File: src/rtl/bram_reader.sv
// ---------------------------------------------------------------------------
// bram_reader
//
// Reads a contiguous run of cells from a BRAM1-style memory (combinational
// read, DOUT = mem[ADDR]) and presents them as a ready/valid stream with a
// last-beat marker. The memory is only ever read: WR and DIN are tied off.
//
// Ports
//   CLK     in   clock, all state changes on the rising edge
//   RST     in   asynchronous active-high reset
//   START   in   begin a burst (honoured only in IDLE)
//   BASE    in   first cell address, sampled with START
//   COUNT   in   cells to read, sampled with START; 0 = empty burst
//   BUSY    out  high whenever a burst is in progress
//   DONE    out  one-cycle pulse when a burst (including an empty one) ends
//   MADDR   out  memory address
//   MWR     out  memory write enable, always 0
//   MDIN    out  memory write data, always 0
//   MDOUT   in   memory read data for MADDR
//   TVALID  out  stream beat valid
//   TDATA   out  stream beat data
//   TLAST   out  final beat of the burst
//   TREADY  in   downstream accepts when TVALID && TREADY
//
// The address and count registers are as wide as the Ncells parameter
// itself, so a burst may be longer than the memory; the address simply
// wraps from Ncells-1 back to 0 and re-reads cells.
// ---------------------------------------------------------------------------
module bram_reader #(
  parameter int Ncells = 1_024,
  parameter int Wdata  = 8
) (
  input  logic                      CLK,
  input  logic                      RST,
  input  logic                      START,
  input  logic [$bits(Ncells)-1:0]  BASE,
  input  logic [$bits(Ncells)-1:0]  COUNT,
  output logic                      BUSY,
  output logic                      DONE,
  output logic [$bits(Ncells)-1:0]  MADDR,
  output logic                      MWR,
  output logic [Wdata-1:0]          MDIN,
  input  logic [Wdata-1:0]          MDOUT,
  output logic                      TVALID,
  output logic [Wdata-1:0]          TDATA,
  output logic                      TLAST,
  input  logic                      TREADY
);

  localparam int AW = $bits(Ncells);
  localparam logic [AW-1:0] LAST_ADDR = AW'(Ncells - 1);
  localparam logic [AW-1:0] ONE       = AW'(1);

  typedef enum logic [1:0] {
    S_IDLE  = 2'd0,
    S_READ  = 2'd1,
    S_DRAIN = 2'd2
  } state_t;

  state_t             state_reg,  state_next;
  logic [AW-1:0]      addr_reg,   addr_next;
  logic [AW-1:0]      cnt_reg,    cnt_next;
  logic [Wdata-1:0]   tdata_reg,  tdata_next;
  logic               tvalid_reg, tvalid_next;
  logic               tlast_reg,  tlast_next;
  logic               done_reg,   done_next;

  // The output register can take a new beat when it is empty or its
  // current beat is leaving this cycle.
  logic capture;
  logic accept;

  always_comb begin
    capture = (state_reg == S_READ) && (!tvalid_reg || TREADY);
    accept  = tvalid_reg && TREADY;
  end

  // -------------------------------------------------------------------------
  // Next-state and datapath
  // -------------------------------------------------------------------------
  always_comb begin
    state_next  = state_reg;
    addr_next   = addr_reg;
    cnt_next    = cnt_reg;
    tdata_next  = tdata_reg;
    tvalid_next = tvalid_reg;
    tlast_next  = tlast_reg;
    done_next   = 1'b0;

    // An accepted beat empties the output register unless a capture below
    // refills it in the same cycle.
    if (accept) begin
      tvalid_next = 1'b0;
      tlast_next  = 1'b0;
    end

    case (state_reg)
      S_IDLE: begin
        if (START) begin
          if (COUNT != '0) begin
            addr_next  = BASE;
            cnt_next   = COUNT;
            state_next = S_READ;
          end else begin
            // Empty burst: finish without ever leaving IDLE.
            done_next = 1'b1;
          end
        end
      end

      S_READ: begin
        if (capture) begin
          tdata_next  = MDOUT;
          tvalid_next = 1'b1;
          tlast_next  = (cnt_reg == ONE);
          addr_next   = (addr_reg == LAST_ADDR) ? '0 : addr_reg + ONE;
          cnt_next    = cnt_reg - ONE;
          if (cnt_reg == ONE) begin
            state_next = S_DRAIN;
          end
        end
      end

      S_DRAIN: begin
        // Only the TLAST beat can be pending here.
        if (accept) begin
          state_next = S_IDLE;
          done_next  = 1'b1;
        end
      end

      default: begin
        state_next = S_IDLE;
      end
    endcase
  end

  // -------------------------------------------------------------------------
  // State registers
  // -------------------------------------------------------------------------
  always_ff @(posedge CLK or posedge RST) begin
    if (RST) begin
      state_reg  <= S_IDLE;
      addr_reg   <= '0;
      cnt_reg    <= '0;
      tdata_reg  <= '0;
      tvalid_reg <= 1'b0;
      tlast_reg  <= 1'b0;
      done_reg   <= 1'b0;
    end else begin
      state_reg  <= state_next;
      addr_reg   <= addr_next;
      cnt_reg    <= cnt_next;
      tdata_reg  <= tdata_next;
      tvalid_reg <= tvalid_next;
      tlast_reg  <= tlast_next;
      done_reg   <= done_next;
    end
  end

  // -------------------------------------------------------------------------
  // Outputs
  // -------------------------------------------------------------------------
  always_comb begin
    BUSY   = (state_reg != S_IDLE);
    DONE   = done_reg;
    MADDR  = addr_reg;
    MWR    = 1'b0;
    MDIN   = '0;
    TVALID = tvalid_reg;
    TDATA  = tdata_reg;
    TLAST  = tlast_reg;
  end

endmodule

File: config.mk
export PLATFORM = sky130hd
export DESIGN_NAME = bram_reader
export DESIGN_NICKNAME = d
export VERILOG_FILES = /design/src/rtl/bram_reader.sv
export SDC_FILE = /design/constraint.sdc
export NUM_CORES = 1
export LEC_CHECK = 0
export BUFFER_PORTS_ARGS = -buffer_cell sky130_fd_sc_hd__buf_2
export CORE_UTILIZATION = 45
export CTS_CLUSTER_SIZE = 12
export DETAILED_ROUTE_END_ITERATION = 10
export PLACE_DENSITY = 0.69
export SLEW_MARGIN = 30
export SYNTH_ARGS = -nofsm -noshare
export SYNTH_HDL_FRONTEND = slang
export SYNTH_SLANG_ARGS = --single-unit
File: constraint.sdc
create_clock -name CLK -period 3.45 [get_ports CLK]
set_clock_uncertainty 0.05 [all_clocks]
set_input_delay 0 -clock CLK [delete_from_list [all_inputs] [get_ports CLK]]
set_output_delay 0 -clock CLK [all_outputs]
set_load 0.05 [all_outputs]
Word level (Yosys, flattened, before mapping) --
Cells that the tools add are included.
Operators by class: add/sub/neg operators 2, multiply operators 0, divide/modulo/power cells 0, order comparisons 0, equal/unequal tests 9, shift-type cells 0, mux-type cells 25, bitwise logic cells 0, reduce and logical (&&, ||, !) cells 11
Operator list (number):
- 32-bit 2-to-1 mux | 7
- 32-bit one-hot mux with 2 select lines | 2
- 32-bit by 1-bit adder with 32-bit output, second input constant | 1
- 32-bit by 1-bit equality test with 1-bit output, second input constant | 1
- 32-bit by 10-bit equality test with 1-bit output, second input constant | 1
- 32-bit nonzero test | 1
- 32-bit by 1-bit subtractor with 32-bit output, second input constant | 1
- 2-bit 2-to-1 mux | 5
- 1-bit 2-to-1 mux | 9
- 2-bit != test, second input constant | 4
- 2-bit one-hot mux with 3 select lines | 1
- 5-bit AND reduction | 1
- 4-bit AND reduction | 1
- 2-bit nonzero test | 2
- 2-bit by 1-bit equality test with 1-bit output, second input constant | 1
- 2-bit equality test, second input constant | 1
- 1-bit logical AND | 2
- 2-bit zero test | 1
- 2-bit by 1-bit != test with 1-bit output, second input constant | 1
- 1-bit one-hot mux with 2 select lines | 1
- 2-bit AND reduction | 1
- 1-bit zero test | 1
- 1-bit logical OR | 1
Word-level totals: register bits 77, latch bits 0, bits in writable memories 0, ROM bits 0, output and inout port bits 53, logic and storage cells 54, memories 0

Longest topological paths before layout --
depth in word-level cells 5, depth in mapped cells 8, mapped depth without buffers 7

Worst setup path before layout --
Ideal clock, no wire load.
kind register to register, start register addr_reg[0] (netlist: MADDR[0]), end register addr_reg[23] (netlist: MADDR[23]), library setup time 0.121 ns, arrival 2.176 ns, setup slack 1.103 ns, cell stages (with the launch flop) 8, buffers on the path 1, clock period less this slack 2.347 ns, cell sequence dfrtp_1 ha_1 nand4_1 nand4bb_1 o21ai_1 clkbuf_1 o32ai_1 a22o_1
Between the ends: cells in the longest elaborated chain, start to end 4, elaborated cells on any way between the ends 5, classes of those cells 1 x add/sub; 1 x eq/ne; 3 x mux
RTL lines:
- from (decl) | RTL line 61 | logic [AW-1:0] addr_reg, addr_next;
- from (signal assigned) | RTL line 152 | addr_reg <= addr_next;
- 32-bit by 1-bit adder with 32-bit output or 32-bit by 10-bit equality test with 1-bit output (tied branches) | RTL line 116 | addr_next = (addr_reg == LAST_ADDR) ? '0 : addr_reg + ONE;
- 32-bit 2-to-1 mux (*) | RTL line 116
- 32-bit 2-to-1 mux (*) | RTL line 112 | if (capture) begin
- 32-bit one-hot mux with 2 select lines (*) | RTL line 97 | case (state_reg)
Mark *: on every way between the ends. The rest lies on a longest branch, timed or not. The select of a mux whose other input is x is not followed. A chain may end at the register's enable or synchronous reset.

Final worst setup path --
start input port COUNT[20], end register cnt_reg[13]
Between the ends: cells in the longest elaborated chain, start to end 3
RTL lines:
- from (decl) | RTL line 37 | input logic [$bits(Ncells)-1:0] COUNT,
- 32-bit nonzero test | RTL line 100 | if (COUNT != '0) begin
- 2-bit != test (no line)
- 4-bit AND reduction (no line)
- to (signal assigned) | RTL line 153 | cnt_reg <= cnt_next;
- to (decl) | RTL line 62 | logic [AW-1:0] cnt_reg, cnt_next;
Every way passes these cells.

==> results.sh <==
export IMPL_cp_data_required_time_ns=3.65
export IMPL_n_antenna_cell=0
export IMPL_drive_gt1_share_pct=23.82
export IMPL_ys_seq_elements=77
export IMPL_min_to="MADDR[7]"
export IMPL_finalHoldViolations=0
export IMPL_grt_setup_unrepaired="false"
export IMPL_track_usage_pct=28.18
export IMPL_pre_cts_slack_ns=0.9066
export IMPL_num_fill_cells=980
export IMPL_synth_area_leaders="dfrtp_1 (38%), a21oi_1 (5.0%), o22ai_1 (3.2%), inv_1 (3.1%), nand4_1 (3.0%)"
export IMPL_insertion_delay_ns=0.37
export IMPL_drt_iter0_drc=406
export IMPL_reg2reg_from="cnt_reg[0]"
export IMPL_yosysWarnings=0
export IMPL_cts_resized=0
export IMPL_netlist_area_um2=5069
export IMPL_finalCriticalPeriod_ns=2.739
export IMPL_drv_slew=0
export IMPL_power_density_nw_per_um2=328.9
export IMPL_clk_path_buf_depth=2
export IMPL_grt_max_degree=46
export IMPL_worst_pin_slew_ns=0.8203
export IMPL_cts_setup_buffers=0
export IMPL_path_class="input port to flop"
export IMPL_path_cells="dlygate4sd3_1, buf_2, nor4_1, nand4_1, o31ai_4, buf_4, o32ai_1, a211o_1"
export IMPL_postSynthAreaPerCell_um2=8.679
export IMPL_setup_viol=0
export IMPL_cts_root_buf="clkbuf_8"
export IMPL_yosysTopAreaCellShare_pct=38.02
export IMPL_synth_seq_area_share_pct=38.02
export IMPL_synthArstFlopShare_pct=100.0
export IMPL_synth_edff_count=0
export IMPL_cts_tree="done"
export IMPL_gr_total_overflow=0
export IMPL_vias_per_cell=6.024
export IMPL_die_w_um=108.1
export IMPL_critPathMaxStageDelay_ns=0.66
export IMPL_min_from="BASE[7]"
export IMPL_grt_pass1_vias=5231
export IMPL_final_area_um2=6690
export IMPL_ir_drop_uv=189.6
export IMPL_routed_wl_um=15970
export IMPL_ant_nets=0
export IMPL_portBuffers=119
export IMPL_io_pin_count=129
export IMPL_crit_buf_inv=3
export IMPL_min_path_cells=4
export IMPL_ff2ff_setup_slack_ns=0.88
export IMPL_grt_pass1_wl_um=25790
export IMPL_cp_top_family="buffers and inverters"
export IMPL_dr_pass1_iters=5
export IMPL_end_kind="flop"
export IMPL_drc=0
export IMPL_reg2regPathDepth=7
export IMPL_die_area_um2=11690
export IMPL_p_leak_nw=2.988
export IMPL_whs_ns=0.006873
export IMPL_crit_fanout=27
export IMPL_dieHeight_um=108.1
export IMPL_fin_tns_setup_ns=0
export IMPL_num_vias=5446
export IMPL_cts_htree_levels=3
export IMPL_rows=38
export IMPL_gp_congestion=0.8773
export IMPL_fin_ws_ns=0.7110
export IMPL_cp_start_kind="input port"
export IMPL_place_area_um2=5744
export IMPL_initial_core_util_pct=46.55
export IMPL_fmax_ghz=0.3651
export IMPL_status="completed"
export IMPL_synth_top_area_cell="dfrtp_1"
export IMPL_synthCells=584
export IMPL_reg2reg_to="cnt_reg[30]"
export IMPL_place_hpwl_um=10910
export IMPL_hold_class="input port to flop"
export IMPL_hold_buffers=70
export IMPL_core_area_um2=10890
export IMPL_finalPower_mw=2.200
export IMPL_synth_cell_types=69
export IMPL_syn_to_final_growth_pct=31.99
export IMPL_antenna_found_initial=0
export IMPL_numCtsBuffers=9
export IMPL_clock_sinks=77
export IMPL_clk_pin_slew_ns=0.08
export IMPL_ys_flop_type="dfrtp_1"
export IMPL_drv_cap=0
export IMPL_slew_headroom_pct=44.91
export IMPL_avgRoutedWirePerCell_um=17.67
export IMPL_min_period_over_period_pct=79.39
export IMPL_cp_arrival_ns=2.94
export IMPL_finalNetCount=838
export IMPL_cp_slowest_cell="o31ai_4"
[per-stage QoR]
step / cells / util, %
after floorplan: 592 / -
after global routing: 904 / 61.45
final: 904 / 61.45
after detailed placement: 818 / 52.76
after global placement: 818 / 52.76
after CTS: 904 / 61.39
[layout make-up]
cell class                      instances  area (um2)  area share [%]
Clock inverter                          6       111.4           1.664
Tap cell                              140       175.2           2.618
Inverter                               43       161.4           2.413
Timing Repair Buffer                  204        1421           21.25
Multi-Input combinational cell        424        2766           41.35
Sequential cell                        77        1927           28.80
Clock buffer                           10       127.6           1.908
[cell usage in the layout (no fill, tap or decap), types with 4 or more instances in the layout]
cell           synthesis  routed
o21ai_1               18      18
nor3_1                21      21
a22o_1                 7       7
nand3_1               18      18
o32ai_1                7       7
nor2_1                32      31
nand2_1               37      37
buf_4                 10      14
a2bb2oi_1             11      11
a21oi_1               51      51
nand4_1               24      24
dlygate4sd3_1          0      70
o32a_1                 7       7
a22oi_1                6       6
a32oi_1               10      10
conb_1                 1       9
clkbuf_8               0       9
and3_1                 9       9
o2bb2ai_1              7       7
buf_2                  8     119
nor4_1                15      14
o22a_1                 5       5
a21o_1                 4       4
o22ai_1               26      26
mux2_2                 8       8
o21ai_0               20      20
inv_1                 42      41
and4_1                 5       5
a31oi_1                6       6
dfrtp_1               77      77
[worst max-delay path by stage]
stage	cells past startpoint	start	end
2_1_floorplan	7	MADDR[0]	MADDR[23]
3_3_place_gp	7	COUNT[20]	cnt_reg[13]
4_1_cts	8	COUNT[20]	cnt_reg[13]
5_1_grt	8	COUNT[19]	cnt_reg[13]
6_report	8	COUNT[20]	cnt_reg[13]
3_5_place_dp	5	cnt_reg[18]	TLAST
[per-layer routing]
layer,share of wire (%),GRT usage [%],up-vias
met4,2.5,12.82,0
met3,6.3,3.677,34
met2,49,47.00,238
li1,-,-,2569
met5,0,0,-
met1,42,36.31,2605
[worst min-delay path, cell delays in order]
cell     delay, ns
buf_2         0.08
inv_1         0.04
o32ai_1       0.12
a22o_1        0.15
[synthesized netlist by cell type, types with 7 or more instances]
cell type and n:
a21oi_1 51, a22o_1 7, a2bb2oi_1 11, a32oi_1 10, and3_1 9, buf_2 8, buf_4 10, clkbuf_1 24
dfrtp_1 77, inv_1 42, mux2_2 8, nand2_1 37, nand3_1 18, nand4_1 24, nor2_1 32, nor3_1 21
nor4_1 15, o21ai_0 20, o21ai_1 18, o22ai_1 26, o2bb2ai_1 7, o32a_1 7, o32ai_1 7
[cell families (layout without fill, tap and decap cells)]
| logic type | Yosys count | after routing | synth area share (%) |
|---|---|---|---|
| AO/OA/AOI/OAI | 202 | 202 | 26.93 |
| adder cells (fa/ha/maj) | 3 | 3 | 0.7406 |
| buffers and inverters | 91 | 263 | 8.270 |
| flip-flops | 77 | 77 | 38.02 |
| multiplexers | 10 | 10 | 2.222 |
| other | 1 | 9 | 0.07398 |
| AND/OR/NAND/NOR | 200 | 200 | 23.75 |
[power by group]
part / total (mW) / switching (mW) / internal [mW]
logic: 0.373 / 0.221 / 0.152
registers: 0.977 / 0.0445 / 0.932
clock network: 0.850 / 0.369 / 0.481
total: 2.20 / 0.634 / 1.57
No activity file was read; power rests on OpenSTA's default activity.
